**config.mk**
```make
export PLATFORM = sky130hd
export DESIGN_NAME = miriscv_timer
export DESIGN_NICKNAME = d
export VERILOG_FILES = /design/src/rtl/miriscv_timer.sv
export SDC_FILE = /design/constraint.sdc
export NUM_CORES = 1
export LEC_CHECK = 0
export ABC_AREA = 1
export BUFFER_PORTS_ARGS = -buffer_cell sky130_fd_sc_hd__buf_2
export CAP_MARGIN = 20
export CORE_UTILIZATION = 42
export DETAILED_ROUTE_END_ITERATION = 12
export PLACE_DENSITY = 0.71
export SLEW_MARGIN = 20
export SYNTH_ARGS = -nofsm -noshare
export SYNTH_HDL_FRONTEND = slang
export SYNTH_SLANG_ARGS = --single-unit
```
**constraint.sdc**
```tcl
create_clock -name clk_i -period 2.1 [get_ports clk_i]
set_input_delay 0.21 -clock clk_i [delete_from_list [all_inputs] [get_ports clk_i]]
set_output_delay 0.21 -clock clk_i [all_outputs]
set_load 0.01 [all_outputs]
```
**src/rtl/miriscv_timer.sv**
```systemverilog
// Memory-mapped timer: prescaled 32-bit counter, compare match, W1C status and level IRQ.
// Reads are combinational with zero wait states, and writes take effect on the access edge.
module miriscv_timer #(
   parameter int unsigned PRESC_W = 16
) (
   input  logic        clk_i,
   input  logic        rst_n_i,
   input  logic        data_req_i,
   input  logic        data_we_i,
   input  logic [3:0]  data_be_i,
   input  logic [31:0] data_addr_i,
   input  logic [31:0] data_wdata_i,
   output logic [31:0] data_rdata_o,
   output logic        irq_o
);

   localparam logic [2:0] REG_CTRL   = 3'd0;
   localparam logic [2:0] REG_PRESC  = 3'd1;
   localparam logic [2:0] REG_COUNT  = 3'd2;
   localparam logic [2:0] REG_CMP    = 3'd3;
   localparam logic [2:0] REG_STATUS = 3'd4;

   logic               en;
   logic               reload;
   logic               ie;
   logic [PRESC_W-1:0] presc;
   logic [PRESC_W-1:0] div;
   logic [31:0]        count;
   logic [31:0]        cmp;
   logic               match;

   logic [2:0]         idx;
   logic               wr;
   logic               tick;
   logic               hit;
   logic               w1c;
   logic               div_clr;
   logic [31:0]        presc_ext;
   logic               unused_addr;

   assign idx         = data_addr_i[4:2];
   assign unused_addr = ^{data_addr_i[31:5], data_addr_i[1:0]};
   assign wr          = data_req_i & data_we_i;
   assign tick        = en & (div == presc);
   assign hit         = (count == cmp);
   assign w1c         = wr & (idx == REG_STATUS) & data_be_i[0] & data_wdata_i[0];
   assign div_clr     = wr & ((idx == REG_CTRL) | (idx == REG_PRESC));
   assign presc_ext   = 32'(presc);
   assign irq_o       = match & ie;

   function automatic logic [31:0] merge(input logic [31:0] old_val,
                                         input logic [31:0] new_val,
                                         input logic [3:0]  be);
      logic [31:0] res;
      res = old_val;
      for (int i = 0; i < 4; i++) begin
         if (be[i]) res[8*i +: 8] = new_val[8*i +: 8];
      end
      return res;
   endfunction

   always_ff @(posedge clk_i or negedge rst_n_i) begin
      if (!rst_n_i) begin
         en     <= 1'b0;
         reload <= 1'b0;
         ie     <= 1'b0;
         presc  <= '0;
         div    <= '0;
         count  <= '0;
         cmp    <= '0;
         match  <= 1'b0;
      end else begin
         if (wr && idx == REG_CTRL && data_be_i[0]) begin
            en     <= data_wdata_i[0];
            reload <= data_wdata_i[1];
            ie     <= data_wdata_i[2];
         end
         if (wr && idx == REG_PRESC)
            presc <= PRESC_W'(merge(presc_ext, data_wdata_i, data_be_i));
         if (wr && idx == REG_CMP)
            cmp <= merge(cmp, data_wdata_i, data_be_i);

         if (div_clr || !en || tick) div <= '0;
         else                        div <= div + PRESC_W'(1);

         // A software write wins over the tick update; the match test still sees the old COUNT.
         if (wr && idx == REG_COUNT) count <= merge(count, data_wdata_i, data_be_i);
         else if (tick)              count <= (hit && reload) ? 32'd0 : count + 32'd1;

         if (tick && hit) match <= 1'b1;
         else if (w1c)    match <= 1'b0;
      end
   end

   always_comb begin
      data_rdata_o = 32'h0;
      if (data_req_i && !data_we_i) begin
         case (idx)
            REG_CTRL:   data_rdata_o = {29'h0, ie, reload, en};
            REG_PRESC:  data_rdata_o = presc_ext;
            REG_COUNT:  data_rdata_o = count;
            REG_CMP:    data_rdata_o = cmp;
            REG_STATUS: data_rdata_o = {31'h0, match};
            default:    data_rdata_o = 32'h0;
         endcase
      end
   end

endmodule

```
==> results of run 1 <==
[worst max-delay path, delay by kind of cell, from the launching register on]
family / cells / cell delay, ps
and+or+nand+nor: 6 / 730
AOI/OAI and AO/OA: 1 / 160
xor gates and xnor gates: 1 / 200
DFF: 1 / 430
buffers and inverters: 1 / 90
adders and majority gates: 1 / 230
[metal layers]
| layer | routed length, um | up-vias | global-route usage | share of wire |
|---|---|---|---|---|
| met5 | 0 | - | 0 | 0 |
| met1 | 9240 | 3095 | 0.344 | 0.47 |
| met3 | 1040 | 22 | 0.0344 | 0.053 |
| li1 | - | 3330 | - | - |
| met4 | 272 | 0 | 0.0616 | 0.014 |
| met2 | 9030 | 196 | 0.387 | 0.46 |
[metrics by stage]
step,total power [mW],hold WS (ps)
floorplan,4.09,-85.6
global placement,4.60,190
detailed placement,4.65,199
CTS,6.38,101
global route,6.77,102
finish,6.37,107
[final cells by class]
| type | count | share of cell area |
|---|---|---|
| well taps | 216 | 0.0344 |
| flip-flops and latches | 100 | 0.318 |
| clock buffers | 10 | 0.0304 |
| clock inverters | 6 | 0.00795 |
| multi-input cells | 741 | 0.476 |
| inverters | 129 | 0.0616 |
| repair buffers | 96 | 0.0716 |
[sequential cells by signal, summed over array words and instances, names as in the netlist]
name / cells
presc: 16
count: 32
match: 1
cmp: 32
en: 1
reload: 1
ie: 1
div: 16
[cell families after synthesis]
family	count (synthesis)
AND/OR/NAND/NOR	538
buffers and inverters	164
AO/OA/AOI/OAI	150
flip-flops	100
XOR/XNOR	45
multiplexers	6
adder cells (fa/ha/maj)	2
[cells in the mapped netlist, drive strengths merged]
cell type / number
nand2: 290
nor2: 154
inv: 127
dfrtp: 100
o21ai: 58
a21oi: 54
nand3: 46
xnor2: 23
xor2: 22
buf: 20
nand3b: 18
a22oi: 17
nor3: 17
clkbuf: 15
nand4: 8
o221ai: 7
mux2: 6
nor3b: 5
o22ai: 5
o211ai: 3
a31oi: 2
clkinv: 2
ha: 2
o21a: 2
a221oi: 1
o31ai: 1
[report_power, final]
part	switching, mW	leakage [nW]	internal [mW]
Sequential	0.503	1.25	2.30
Clock	0.760	0.153	0.958
Combinational	1.08	2.55	0.765
Total	2.34	3.96	4.02
[how the worst max path moves through the flow]
stage / depth (start not counted) / start / slack (ps) / end
6_report: 10 / count[0]$_DFFE_PN0P_ / 180 / count[18]$_DFFE_PN0P_
2_1_floorplan: 10 / div[0]$_DFF_PN0_ / 510 / div[14]$_DFF_PN0_
4_1_cts: 10 / count[0]$_DFFE_PN0P_ / 180 / count[18]$_DFFE_PN0P_
3_3_place_gp: 10 / count[0]$_DFFE_PN0P_ / 230 / count[18]$_DFFE_PN0P_
3_5_place_dp: 10 / count[0]$_DFFE_PN0P_ / 210 / count[18]$_DFFE_PN0P_
5_1_grt: 13 / count[27]$_DFFE_PN0P_ / 6 / count[16]$_DFFE_PN0P_
[timing repair]
action	in CTS	in global routing
endpoints found under the hold margin	30	0
gates resized for setup	0	2
hold buffers	1	0
endpoints found under the setup margin	0	1
==> results_dict.tcl, run 1 <==
set metrics [dict create \
    setup.worst_path.end_class "register" \
    io_buffer_count 75 \
    grt.overflow.total 0 \
    postCtsSetupBuffers 0 \
    globalRouteTotalUtil 0.242 \
    synth-seq-cells 100 \
    adder_cell_share_of_the_synthesized_area 0.00362 \
    synth_simple_gate_area_share 0.347 \
    synthesized_net_count 1079 \
    number_of_standard_cells_after_synthesis 1005 \
    dr_total_vias 6643 \
    mean_area_per_synthesized_cell_um2 6.87 \
    synth-warning-count 0 \
    drive_gt1_frac 0.152 \
    drt_wl_total_mm 19.6 \
    post_synth_mux_area_share 0.00978 \
    tritoncts.num_buffers 9 \
    drt-initial-drc-count 613 \
    first_pass_grt_wire_length_mm 31.2 \
    hold_endpoint "cmp[28]$_DFFE_PN0P_" \
    worst_r2r_path_depth 10 \
    syn-cell-area_um2 6910 \
    cp.required_ps 2370 \
    rsz_0062_raised_after_global_routing "false" \
    area_growth_from_synthesis_to_final_layout_pct 13.9 \
    multi_input_comb_area_um2 3740 \
    setup_viol 0 \
    post_synth_xor_area_fraction 0.0571 \
    row_count 46 \
    io-pin-count 105 \
    finish.utilization 0.493 \
    netlist-cell-type-count 41 \
    max_cap_viols 0 \
    critical_path.cell_chain "ha_1 > nand2_1 > inv_1 > nand2_2 > nor2_4 > nand3_1 > nor2_1 > xor2_1 > nand3_1 > a21oi_1" \
    avgRoutedWirePerCell_um 15.1 \
    worst_hold_path_type "primary input to register" \
    min_period_ps 1920 \
    final_nets 1151 \
    timing_max_transition_violations_final 0 \
    setup_ws_ps 183 \
    ant_nets 0 \
    dp_hpwl_mm 15.1 \
    peakVddDrop_v 0.000436 \
    die_height_um 130 \
    synth_area_leaders "dfrtp_1 36%, nand2_1 15%, nor2_1 7.3%, inv_1 6.4%, a21oi_1 3.9%" \
    critPathMostFrequentCell "nand3_1" \
    critical_path_peak_fanout 5 \
    synth-compound-area-share 0.123 \
    hold_start "data_wdata_i[28]" \
    sequential_cell_area_um2 2500 \
    slowest_stage "dfrtp_1" \
    hold_viol 0 \
    critical_path_source_type "register" \
    synth_largest_area_cell "dfrtp_1" \
    insertion_delay_ps 350 \
    avgViaCountPerCell 5.12 \
    cellLeakagePower_nw 3.96 \
    dpl_worst_slack_ps 209 \
    initial_utilization 0.433 \
    arrival_ps 2190 \
    rr_endpoint "count[18]$_DFFE_PN0P_" \
    finish.instance_area_um2 7870 \
    drtPass1Iterations 5 \
    yosysTopAreaCellShare 0.362 \
    cts-root-buf "clkbuf_16" \
    n_antenna_cell 0 \
    cellPowerDensity_nw_per_um2 809 \
    finalNonFillerCells 1298 \
    dpl-instance-area_um2 7540 \
    die_area_um2 17000 \
    leading_cell_types_in_the_layout_fill_and_taps_excluded "279 x nand2_1, 135 x nor2_1, 118 x inv_1, 100 x dfrtp_1, 74 x buf_2" \
    combinational_family_with_the_most_area_after_synthesis "simple AND/OR/NAND/NOR gates" \
    status "finished clean" \
    critical_path_class "register to register" \
    reg2reg_from "count[0]$_DFFE_PN0P_" \
    hold_depth 2 \
    antenna_found_initial 0 \
    cts_num_sinks 100 \
    slew_worst_pin_ps 480 \
    tritoncts "done" \
    numPlacedInstances 1281 \
    fillers 1612 \
    delay_of_the_slowest_cell_on_the_worst_path_ps 430 \
    cts_buffer_depth 2 \
    grt_pass1_vias 6007 \
    skew_ps 6.54 \
    ys_seq_area_frac 0.362 \
    core_area_um2 15900 \
    drc_errors 0 \
    cts_htree_levels 3 \
    dieWidth_um 130 \
    gp_congestion 0.916 \
    clk_pin_slew_ps 70 \
    slew_headroom 0.680 \
    maximum_number_of_pins_on_one_net_before_global_route_repair 48 \
    max_clock_freq_mhz 522 \
    final_common_cell "nand2_1" \
    timing.setup.tns_ps 0 \
    layout_worst_path_cycle_share 0.913 \
    timing.reg2reg.setup_slack_ps 180 \
]
Note: power is estimated with default switching activity, not from simulation.
==> run 2, diff against run 1 <==
--- a/config.mk
+++ b/config.mk
@@ -11,6 +11,7 @@
 export CORE_UTILIZATION = 42
 export DETAILED_ROUTE_END_ITERATION = 12
 export PLACE_DENSITY = 0.71
+export RECOVER_POWER = 50
 export SLEW_MARGIN = 20
 export SYNTH_ARGS = -nofsm -noshare
 export SYNTH_HDL_FRONTEND = slang
==> results_dict.tcl, run 2 (synthesis results as in run 1) <==
set metrics [dict create \
    globalRouteTotalUtil 0.242 \
    timing_max_transition_violations_final 0 \
    total_switching_power_mw 2.34 \
    initial_utilization 0.433 \
    dpl_worst_slack_ps 209 \
    drt_wl_total_mm 19.5 \
    cp.required_ps 2370 \
    ant_nets 0 \
    rsz_0062_raised_after_global_routing "false" \
    power.internal_mw 4.02 \
    dr_total_vias 6616 \
    biggestRegsByFlops "cmp (32), count (32)" \
    leading_cell_types_in_the_layout_fill_and_taps_excluded "279 x nand2_1, 136 x nor2_1, 119 x inv_1, 100 x dfrtp_1, 72 x buf_2" \
    final_common_cell "nand2_1" \
    skew_ps 6.54 \
    setup.worst_path.end_class "register" \
    first_pass_grt_wire_length_mm 31.2 \
    power_frac_seq 0.441 \
    worst_hold_path_type "primary input to register" \
    final_nets 1151 \
    core_area_um2 15900 \
    tritoncts "done" \
    timing.reg2reg.setup_slack_ps 190 \
    drt-met1-wl_mm 9.24 \
    totalPowerFinal_mw 6.36 \
    gp_congestion 0.916 \
    setup_viol 0 \
    hold_viol 0 \
    avgRoutedWirePerCell_um 15.1 \
    cts-root-buf "clkbuf_16" \
    drt-initial-drc-count 613 \
    grt.overflow.total 0 \
    reg2reg_from "count[0]$_DFFE_PN0P_" \
    swShare 0.368 \
    critical_path_source_type "register" \
    peakVddDrop_v 0.000439 \
    avgViaCountPerCell 5.10 \
    clk_pin_slew_ps 70 \
    cts_buffer_depth 2 \
    drc_errors 0 \
    io-pin-count 105 \
    maximum_number_of_pins_on_one_net_before_global_route_repair 48 \
    multi_input_comb_area_um2 3740 \
    tritoncts.num_buffers 9 \
    maxUsedRoutingLayer "met4" \
    die_area_um2 17000 \
    antenna_found_initial 0 \
    drtPass1Iterations 5 \
    cp_startpoint "count[0]$_DFFE_PN0P_" \
    worst_r2r_path_depth 10 \
    arrival_ps 2180 \
    combinationalPowerShare 0.289 \
    worst_setup_path_endpoint "count[18]$_DFFE_PN0P_" \
    layout_worst_path_cycle_share 0.909 \
    row_count 46 \
    critical_path_class "register to register" \
    max_cap_viols 0 \
    cts_htree_levels 3 \
    timing.setup.tns_ps 0 \
    slew_headroom 0.387 \
    cellPowerDensity_nw_per_um2 812 \
    finish.utilization 0.491 \
    fillers 1618 \
    n_antenna_cell 0 \
    min_period_ps 1910 \
    rr_endpoint "count[18]$_DFFE_PN0P_" \
    cts_num_sinks 100 \
    max_clock_freq_mhz 524 \
    status "finished clean" \
    dieWidth_um 130 \
    dpl-instance-area_um2 7540 \
    io_buffer_count 75 \
    route.met3.wl_um 982 \
    finish.instance_area_um2 7830 \
    dp_hpwl_mm 15.1 \
    clockPowerShare 0.270 \
    slew_worst_pin_ps 920 \
    area_growth_from_synthesis_to_final_layout_pct 13.4 \
    die_height_um 130 \
    sequential_cell_area_um2 2500 \
    insertion_delay_ps 350 \
    grt_pass1_vias 6007 \
    critical_path_peak_fanout 5 \
    setup_ws_ps 190 \
    met2_length_mm 9.05 \
    cellLeakagePower_nw 3.93 \
    drive_gt1_frac 0.145 \
]
==> run 2: cell count changes in the layout (fill, tap and decap cells not counted), moves of 2 or more <==
cell	before	now
buf_4	19	12
clkbuf_1	0	5
clkbuf_2	0	4
buf_2	74	72
==> run 2: metal layers <==
layer,vias up,global-route usage
met1,3090,0.344
li1,3328,-
met3,22,0.0344
met5,-,0
met4,0,0.0616
met2,176,0.387
==> run 2: per-stage QoR <==
step                cells  hold slack [ps]
finish               1298              106
detailed placement   1281              199
global placement     1281              190
global route         1298              102
CTS                  1298              101
floorplan            1005            -85.6
==> run 2: worst min-delay path by stage <==
stage | cells past startpoint | from | slack, ps | end
floorplan | 0 | rst_n_i | -90 | cmp[0]$_DFFE_PN0P_
global placement | 1 | rst_n_i | 190 | div[13]$_DFF_PN0_
detailed placement | 1 | rst_n_i | 200 | div[13]$_DFF_PN0_
CTS | 2 | data_wdata_i[28] | 100 | cmp[28]$_DFFE_PN0P_
global route | 2 | data_wdata_i[28] | 100 | cmp[28]$_DFFE_PN0P_
finish | 2 | data_wdata_i[28] | 110 | cmp[28]$_DFFE_PN0P_
==> run 2: critical path: stages (launching register included) <==
cell	delay, ps
dfrtp_1	430
ha_1	230
nand2_1	60
inv_1	90
nand2_2	120
nor2_4	160
nand3_1	140
nor2_1	150
xor2_1	200
nand3_1	110
a21oi_1	150
==> run 2: layout make-up <==
| cell class | count | area share |
|---|---|---|
| clock buffer | 10 | 0.0305 |
| timing repair buffer | 96 | 0.0688 |
| inverter | 129 | 0.0618 |
| multi-input combinational | 741 | 0.477 |
| sequential | 100 | 0.319 |
| clock inverter | 6 | 0.00799 |
| tap | 216 | 0.0345 |
==> run 2: repair_timing <==
item / in CTS / in global routing
setup endpoints to repair: 0 / 1
resized for setup: 0 / 2
setup buffers: 0 / 0
hold endpoints to repair: 30 / 0
hold buffers: 1 / 0
==> run 2: power by group through the flow <==
stage	logic (mW)	clock network, mW	registers (mW)
finish	1.84	1.72	2.80
global route	2.09	1.80	2.87
CTS	1.84	1.74	2.80
detailed placement	1.82	0	2.83
global placement	1.79	0	2.82
floorplan	1.47	0	2.62
==> run 3, diff against run 2 <==
--- a/config.mk
+++ b/config.mk
@@ -8,6 +8,7 @@
 export ABC_AREA = 1
 export BUFFER_PORTS_ARGS = -buffer_cell sky130_fd_sc_hd__buf_2
 export CAP_MARGIN = 20
+export CORE_MARGIN = 1.5
 export CORE_UTILIZATION = 42
 export DETAILED_ROUTE_END_ITERATION = 12
 export PLACE_DENSITY = 0.71
==> results_dict.tcl, run 3 (synthesis results as in run 1) <==
set metrics [dict create \
    status "finished clean" \
    io-pin-count 105 \
    dpl-instance-area_um2 7560 \
    finish.utilization 0.490 \
    tritoncts.num_buffers 9 \
    drive_gt1_frac 0.150 \
    numPlacedInstances 1282 \
    grt_pass1_vias 6159 \
    drt_wl_total_mm 19.7 \
    hold_depth 2 \
    n_antenna_cell 0 \
    rsz_0062_raised_after_global_routing "false" \
    max_clock_freq_mhz 519 \
    avgViaCountPerCell 5.18 \
    timing.setup.tns_ps 0 \
    gp_congestion 0.968 \
    timing_max_transition_violations_final 0 \
    cellLeakagePower_nw 3.94 \
    cp.required_ps 2340 \
    setup.worst_path.end_class "register" \
    worst_hold_path_type "primary input to register" \
    io_buffer_count 75 \
    finish.instance_area_um2 7850 \
    peakVddDrop_v 0.000497 \
    insertion_delay_ps 360 \
    first_pass_grt_wire_length_mm 32.0 \
    drtPass1Iterations 5 \
    cts_num_sinks 100 \
    dpl_worst_slack_ps 222 \
    antenna_found_initial 0 \
    ant_nets 0 \
    clk_pin_slew_ps 60 \
    biggestRegsByFlops "cmp (32), count (32)" \
    globalRouteTotalUtil 0.234 \
    critical_path_class "register to register" \
    critPathMostFrequentCell "nand2_1" \
    leading_cell_types_in_the_layout_fill_and_taps_excluded "279 x nand2_1, 136 x nor2_1, 118 x inv_1, 100 x dfrtp_1, 73 x buf_2" \
    avgRoutedWirePerCell_um 15.2 \
    cellPowerDensity_nw_per_um2 808 \
    fillers 1713 \
    setup_viol 0 \
    die_height_um 131 \
    critical_path.cell_chain "inv_1 > nand2_1 > nand2_1 > nand2_1 > nor2_1 > nand2_1 > nor2_1 > nand3_2 > buf_12 > nand3b_1 > a21oi_1" \
    dp_hpwl_mm 15.2 \
    maximum_number_of_pins_on_one_net_before_global_route_repair 39 \
    cts_buffer_depth 2 \
    arrival_ps 2160 \
    dieWidth_um 131 \
    initial_utilization 0.432 \
    drc_errors 0 \
    layout_worst_path_cycle_share 0.918 \
    cts-root-buf "clkbuf_16" \
    slew_worst_pin_ps 1010 \
    grt.overflow.total 0 \
    drt-initial-drc-count 603 \
    area_growth_from_synthesis_to_final_layout_pct 13.6 \
    row_count 46 \
    max_cap_viols 0 \
    critical_path_source_type "register" \
    core_area_um2 16000 \
    cts_htree_levels 3 \
    skew_ps 11.0 \
    tritoncts "done" \
    setup_ws_ps 172 \
    die_area_um2 17200 \
    slew_headroom 0.330 \
    hold_viol 0 \
    min_period_ps 1930 \
    worst_r2r_path_depth 11 \
    critical_path_peak_fanout 32 \
    final_common_cell "nand2_1" \
    finalNonFillerCells 1300 \
    slowest_stage "dfrtp_1" \
    dr_total_vias 6731 \
    delay_of_the_slowest_cell_on_the_worst_path_ps 440 \
    final_nets 1154 \
]
run 3: power breakdown:
part           internal (mW)  switching (mW)  total (mW)
Sequential              2.30           0.511        2.81
Combinational          0.762            1.08        1.84
Clock                  0.920           0.771        1.69
run 3: metrics by stage:
stage | power [mW] | hold slack, ps
after floorplan | 4.09 | -85.6
after global placement | 4.61 | 224
after detailed placement | 4.66 | 230
after CTS | 6.36 | 91.1
after global routing | 6.73 | 111
final | 6.34 | 96.0
run 3: timing repair:
item,CTS,global route
resized for setup,0,1
hold buffers,1,0
buffers inserted,0,2
hold endpoints to repair,35,0
endpoints found under the setup margin,0,2
run 3: worst paths after layout:
check                                      start                     to  slack, ps
min reg2reg                     div[0]$_DFF_PN0_       div[0]$_DFF_PN0_        520
min in group asynchronous                rst_n_i      div[14]$_DFF_PN0_        550
max                        count[27]$_DFFE_PN0P_  count[25]$_DFFE_PN0P_        170
max reg2reg                count[27]$_DFFE_PN0P_  count[25]$_DFFE_PN0P_        170
min                             data_wdata_i[28]    cmp[28]$_DFFE_PN0P_        100
max in group asynchronous                rst_n_i   count[1]$_DFFE_PN0P_        460
run 3: per-layer routing:
layer / GRT usage / wire length, um / vias to the layer above
met4: 0.102 / 588 / 0
met3: 0.0313 / 1150 / 34
li1: - / - / 3342
met2: 0.355 / 8800 / 238
met5: 0 / 0 / -
met1: 0.332 / 9200 / 3117
run 3: critical path: cells and delay by family (launching register included):
kind / cells / cell delay [ps]
DFF: 1 / 440
and+or+nand+nor: 8 / 920
AOI/OAI and AO/OA: 1 / 90
buffers and inverters: 2 / 350
run 3: area by class of cell:
cell class              instances  area [um^2]  share of cell area
inverters                     129          484              0.0617
well taps                     216          270              0.0344
repair buffers                 99          569              0.0725
multi-input cells             741         3730               0.475
clock inverters                 6         65.1             0.00829
clock buffers                   9          225              0.0287
flip-flops and latches        100         2500               0.319
